===== src/rtl/mdu_pkg.sv =====
// Shared types for the multiply/divide unit: op encoding, FSM states, divide timing.
// Latency and flow-control behaviour are owned by mul_div_unit; nothing here is clocked.
package mdu_pkg;

  typedef enum logic [2:0] {
    MDU_MULT  = 3'd0,
    MDU_MULTU = 3'd1,
    MDU_DIV   = 3'd2,
    MDU_DIVU  = 3'd3,
    MDU_MTHI  = 3'd4,
    MDU_MTLO  = 3'd5,
    MDU_MUL   = 3'd6
  } mdu_op_t;

  typedef enum logic [1:0] {
    ST_IDLE,
    ST_MUL,
    ST_DIV_ITER,
    ST_DIV_FIX
  } mdu_state_t;

  // Accept cycle, 32 iterations, 1 sign-fix/write cycle: result visible 34 cycles after accept.
  localparam int DIV_CYCLES = 34;
  localparam int DIV_ITERS  = DIV_CYCLES - 2;

  function automatic logic [31:0] mag32(input logic [31:0] v, input logic is_signed);
    return (is_signed && v[31]) ? (~v + 32'd1) : v;
  endfunction

endpackage


===== src/rtl/div_iter.sv =====
// Unsigned 32/32 restoring divider core: one quotient bit per step, 32 steps after ld.
// No flow control; the owner sequences ld/step and reads quo/rem once all steps are done.
module div_iter (
  input  logic        clk,
  input  logic        ld,
  input  logic        step,
  input  logic [31:0] dividend,
  input  logic [31:0] divisor,
  output logic [31:0] quo,
  output logic [31:0] rem
);

  // Upper half holds the partial remainder, lower half shifts dividend out and quotient in.
  logic [63:0] pr;
  logic [31:0] dvsr;
  logic [32:0] top;
  logic [31:0] diff;
  logic        fits;

  always_comb begin
    top  = pr[63:31];
    fits = (top >= {1'b0, dvsr});
    diff = top[31:0] - dvsr;
  end

  always_ff @(posedge clk) begin
    if (ld) begin
      pr   <= {32'd0, dividend};
      dvsr <= divisor;
    end else if (step) begin
      pr <= fits ? {diff, pr[30:0], 1'b1} : {top[31:0], pr[30:0], 1'b0};
    end
  end

  assign quo = pr[31:0];
  assign rem = pr[63:32];

endmodule


===== src/rtl/mul_div_unit.sv =====
// HI/LO owner: mult/multu/mul in MUL_CYCLES, div/divu in 34 cycles, mthi/mtlo in 1 cycle.
// busy=1 while an op is in flight; start is ignored while busy or flushed, flush aborts without writing.
module mul_div_unit
  import mdu_pkg::*;
#(
  parameter int MUL_CYCLES = 3
) (
  input  logic        clk,
  input  logic        resetn,
  input  logic        start,
  input  mdu_op_t     op,
  input  logic [31:0] srca,
  input  logic [31:0] srcb,
  input  logic        flush,
  output logic        busy,
  output logic        done,
  output logic [31:0] hi,
  output logic [31:0] lo
);

  localparam logic [4:0] MUL_LAST = 5'(MUL_CYCLES - 1);
  localparam logic [4:0] DIV_LAST = 5'(DIV_ITERS - 1);

  mdu_state_t  state, state_nxt;
  logic [4:0]  cnt, cnt_nxt;
  logic        accept, is_mul_op, is_div_op, is_signed;
  logic [32:0] mul_a, mul_b;
  logic [63:0] prod, prod_q;
  logic        neg_quo_q, neg_rem_q, dvsr_zero_q;
  logic        div_ld, div_step;
  logic [31:0] div_a, div_b, quo_mag, rem_mag, quo_fix, rem_fix;
  logic        wr_en;
  logic [63:0] wr_val;

  assign busy      = (state != ST_IDLE);
  assign accept    = start && !busy && !flush;
  assign is_mul_op = op inside {MDU_MULT, MDU_MULTU, MDU_MUL};
  assign is_div_op = op inside {MDU_DIV, MDU_DIVU};
  assign is_signed = (op != MDU_MULTU) && (op != MDU_DIVU);

  // One signed 33x33 multiplier covers both signednesses via the extension bit.
  assign mul_a = {is_signed & srca[31], srca};
  assign mul_b = {is_signed & srcb[31], srcb};
  assign prod  = 64'($signed(mul_a)) * 64'($signed(mul_b));

  // Magnitudes are taken in the accept cycle so the core is loaded before the first iteration.
  assign div_a  = mag32(srca, is_signed);
  assign div_b  = mag32(srcb, is_signed);
  assign div_ld = accept && is_div_op;

  div_iter u_div_iter (
    .clk      (clk),
    .ld       (div_ld),
    .step     (div_step),
    .dividend (div_a),
    .divisor  (div_b),
    .quo      (quo_mag),
    .rem      (rem_mag)
  );

  // A zero divisor leaves rem_mag = |a|, so only the quotient needs the override.
  assign quo_fix = dvsr_zero_q ? 32'hFFFF_FFFF : (neg_quo_q ? (~quo_mag + 32'd1) : quo_mag);
  assign rem_fix = neg_rem_q ? (~rem_mag + 32'd1) : rem_mag;

  always_comb begin
    state_nxt = state;
    cnt_nxt   = cnt;
    wr_en     = 1'b0;
    wr_val    = prod_q;
    div_step  = 1'b0;
    case (state)
      ST_IDLE: begin
        if (accept && is_mul_op) begin
          state_nxt = ST_MUL;
          cnt_nxt   = 5'd1;
        end else if (accept && is_div_op) begin
          state_nxt = ST_DIV_ITER;
          cnt_nxt   = 5'd0;
        end
      end
      ST_MUL: begin
        if (flush) begin
          state_nxt = ST_IDLE;
          cnt_nxt   = 5'd0;
        end else if (cnt == MUL_LAST) begin
          wr_en     = 1'b1;
          state_nxt = ST_IDLE;
          cnt_nxt   = 5'd0;
        end else begin
          cnt_nxt = cnt + 5'd1;
        end
      end
      ST_DIV_ITER: begin
        if (flush) begin
          state_nxt = ST_IDLE;
          cnt_nxt   = 5'd0;
        end else begin
          div_step = 1'b1;
          if (cnt == DIV_LAST) begin
            state_nxt = ST_DIV_FIX;
            cnt_nxt   = 5'd0;
          end else begin
            cnt_nxt = cnt + 5'd1;
          end
        end
      end
      ST_DIV_FIX: begin
        state_nxt = ST_IDLE;
        if (!flush) begin
          wr_en  = 1'b1;
          wr_val = {rem_fix, quo_fix};
        end
      end
      default: state_nxt = ST_IDLE;
    endcase
  end

  always_ff @(posedge clk) begin
    if (!resetn) begin
      state       <= ST_IDLE;
      cnt         <= 5'd0;
      done        <= 1'b0;
      hi          <= 32'd0;
      lo          <= 32'd0;
      prod_q      <= 64'd0;
      neg_quo_q   <= 1'b0;
      neg_rem_q   <= 1'b0;
      dvsr_zero_q <= 1'b0;
    end else begin
      state <= state_nxt;
      cnt   <= cnt_nxt;
      done  <= wr_en;
      if (wr_en) begin
        {hi, lo} <= wr_val;
      end else if (accept && op == MDU_MTHI) begin
        hi <= srca;
      end else if (accept && op == MDU_MTLO) begin
        lo <= srca;
      end
      if (accept) begin
        prod_q      <= prod;
        neg_quo_q   <= is_signed & (srca[31] ^ srcb[31]);
        neg_rem_q   <= is_signed & srca[31];
        dvsr_zero_q <= (srcb == 32'd0);
      end
    end
  end

endmodule


===== config.mk =====
export PLATFORM = sky130hd
export DESIGN_NAME = mul_div_unit
export DESIGN_NICKNAME = d
export VERILOG_FILES = /design/src/rtl/mdu_pkg.sv /design/src/rtl/div_iter.sv /design/src/rtl/mul_div_unit.sv
export SDC_FILE = /design/constraint.sdc
export NUM_CORES = 2
export LEC_CHECK = 0
export CAP_MARGIN = 20
export CORE_UTILIZATION = 60
export CTS_BUF_LIST = sky130_fd_sc_hd__clkbuf_16
export DETAILED_ROUTE_END_ITERATION = 8
export PLACE_DENSITY = 0.78
export SYNTH_ARGS = -nofsm -noshare
export SYNTH_HDL_FRONTEND = slang
export SYNTH_SLANG_ARGS = --single-unit

===== constraint.sdc =====
create_clock -name clk -period 25.7 [get_ports clk]
set_input_delay 5.14 -clock clk [delete_from_list [all_inputs] [get_ports clk]]
set_output_delay 5.14 -clock clk [all_outputs]
set_load 0.05 [all_outputs]

==> reports/qor.yml <==
status: "completed"
netlist_instances: 5904
ys_seq_elements: 235
routed_wl_um: 157600
r2r_setup_slack_ns: 21.76
ys.flop_type: "dfxtp_1"
crit_path_end_kind: "flop"
rr_startpoint: "state[1]"
path_clk_slew_ns: 0.06
drv_cap: 0
grt_max_degree: 84
htreeDepth: 1
synth.cell_area_um2: 51800
hold_class: "reg2reg"
start_util: 0.6074
placed_cell_area_um2: 53760
fillCellCount: 7081
synth_top_area_share: 0.4352
period_share: 0.5734
maxSlewHeadroom: 0.3355
die_x_um: 295.8
crit_type: "in2reg"
ant_nets: 0
ys_async_sr_fraction: 0
synth-adder-area-share: 0.4973
hold_path.startpoint: "neg_rem_q"
gp_congestion: 1.001
firstDrtPassIters: 6
port-buffer-count: 136
grt_pass1_wl_um: 246900
muxShareOfSynthArea: 0.003889
grtUsageTotal: 0.3711
clockBufferDepth: 3
final-hold-violation-count: 0
tns_ns: 0
cts_buffers: 27
dpl.hpwl_um: 118200
worst_pin_slew_ns: 0.9938
clock_sinks: 235
gr-total-overflow: 0
synthTopCellsByArea: "fa_1 44%, inv_1 8.6%, nand2_1 6.6%"
synth_area_per_cell_um2: 8.773
fmax_mhz: 67.86
cp_data_arrival_time_ns: 15.20
grt_pass1_vias: 43369
syn_to_final_growth_pct: 5.471
synthXorXnorAreaFrac: 0.03568
fin_crit_ns: 14.74
vias: 41470
ys_warn_count: 0
fin_area_um2: 54630
holdPathStages: 2
wl_per_cell_um: 22.69
ios: 137
synth_top_area_cell: "fa_1"
drive_gt1_frac: 0.03209
pre_cts_ws_ns: 10.47
postLayoutSetupSlackWorst_ns: 10.96
timing.rr.end: "u_div_iter.pr[1]"
die_h_um: 295.8
cp-start-kind: "input pin"
rows: 107
required_ns: 26.17
design.die.area_um2: 87510
antenna_found_initial: 9
syn-num-nets: 7358
slew_violations: 0
setup_viol: 0
cts.repair.resized: 0
cts_setup_buffers: 0
tritoncts: "done"
hold_end: "neg_rem_q"
synthTopCellsByCount: "1180 x inv_1, 1126 x fa_1, 915 x nand2_1"
synth-edff-count: 64
clkLatencyLatePin_ns: 0.55
synth_compound_area_frac: 0.08969
cts-root-buf: "clkbuf_16"
r2r_cells: 11
ys_seq_area_frac: 0.1032
drc: 0
cp_max_fo: 25
clock_skew_ns: 0.01032
rsz0062_at_grt: "false"
ctsHoldBuffers: 0
core_area_um2: 85280
drtIter0Drc: 3527
vias_per_cell: 5.970
synth_top_family_by_area: "adder cells"
synthSimpleGateAreaFrac: 0.1568
nets: 7231
ys_types: 74
synth.most_common_cell: "inv_1"
[layout make-up]
| cell class | count | area, um^2 | share of cell area |
|---|---|---|---|
| Antenna cell | 5 | 12.51 | 0.0002290 |
| Clock buffer | 28 | 700.7 | 0.01283 |
| Sequential cell | 235 | 5345 | 0.09784 |
| Clock inverter | 21 | 131.4 | 0.002405 |
| Inverter | 1181 | 4433 | 0.08114 |
| Tap cell | 1144 | 1431 | 0.02620 |
| Multi-Input combinational cell | 4105 | 40620 | 0.7435 |
| Timing Repair Buffer | 227 | 1957 | 0.03582 |
[stage by stage]
| stage | cells | util | hold WS [ns] |
|---|---|---|---|
| after CTS | 6940 | 0.6402 | 0.4563 |
| after detailed placement | 6891 | 0.6304 | 0.4479 |
| after global routing | 6943 | 0.6405 | 0.4775 |
| final | 6946 | 0.6406 | 0.4593 |
| after floorplan | 5904 | - | 0.4256 |
| after global placement | 6890 | 0.6302 | 0.4407 |
[registers in the layout (all words and copies together), names as in the netlist]
register	cells
neg_rem_q	1
cnt	5
hi	32
done	1
lo	32
neg_quo_q	1
dvsr_zero_q	1
u_div_iter.dvsr	32
state	2
u_div_iter.pr	64
prod_q	64
[cell usage in the layout, fill, tap and decap left out, types with 19 or more instances in the layout]
master	instances
inv_1	1184
o21bai_1	21
clkbuf_16	28
o31ai_1	37
a221oi_1	20
nand3_1	43
nand2b_1	26
o221ai_1	36
dfxtp_1	171
nor2_1	195
a211oi_1	23
mux2i_1	19
nand2_1	915
and3_1	34
and2_1	363
xor2_1	106
o21ai_0	177
xnor2_1	105
buf_2	23
a21oi_1	257
ha_1	257
nand4_1	22
buf_4	89
or3_1	32
a21o_1	53
fa_1	1126
clkdlybuf4s50_1	113
nor3_1	39
edfxtp_1	64
[how the worst max path moves through the flow]
stage	startpoint	end	slack (ns)	cells past startpoint
detailed placement	op[2]	prod_q[61]	10.47	28
finish	op[2]	prod_q[48]	10.96	28
floorplan	op[2]	prod_q[48]	12.49	28
global placement	op[2]	prod_q[48]	10.62	28
CTS	op[2]	prod_q[48]	10.98	28
global route	op[2]	prod_q[61]	10.38	29
[cell families (layout without fill, tap and decap cells)]
kind of cell | count (synthesis) | in the layout
other | 0 | 5
DFF | 235 | 235
AOI/OAI and AO/OA | 745 | 745
xor gates and xnor gates | 211 | 211
muxes | 20 | 20
adders and majority gates | 1383 | 1383
and+or+nand+nor | 1746 | 1746
buffers and inverters | 1564 | 1457
[critical path, cell delays in order]
cell and delay [ns]:
clkdlybuf4s50_1 0.56, nand2b_1 0.13, buf_4 0.38, and2_1 0.69, buf_4 0.35, nand2_1 0.12
inv_1 0.16, fa_1 0.50, fa_1 0.63, fa_1 0.51, inv_1 0.41, fa_1 0.53
fa_1 0.50, fa_1 0.56, fa_1 0.43, fa_1 0.49, inv_1 0.04, ha_1 0.41
a21o_1 0.21, a21o_1 0.17, a221oi_1 0.39, nand3_1 0.12, a211o_1 0.33, a31oi_1 0.38
o21bai_1 0.23, a41oi_1 0.27, mux2_2 0.36, o22ai_1 0.14
[per-layer routing]
metal	GRT usage	share of wire	vias up	routed length, um
met4	0.1993	0.067	6	10480
li1	-	-	17700	-
met3	0.06348	0.10	557	15970
met2	0.5955	0.46	2345	72000
met5	0	0.00029	-	46
met1	0.4831	0.38	20862	59110
Power is left out: the tool's default activity adds up to more than one toggle a clock period on the data nets, which glitch-free logic cannot reach.
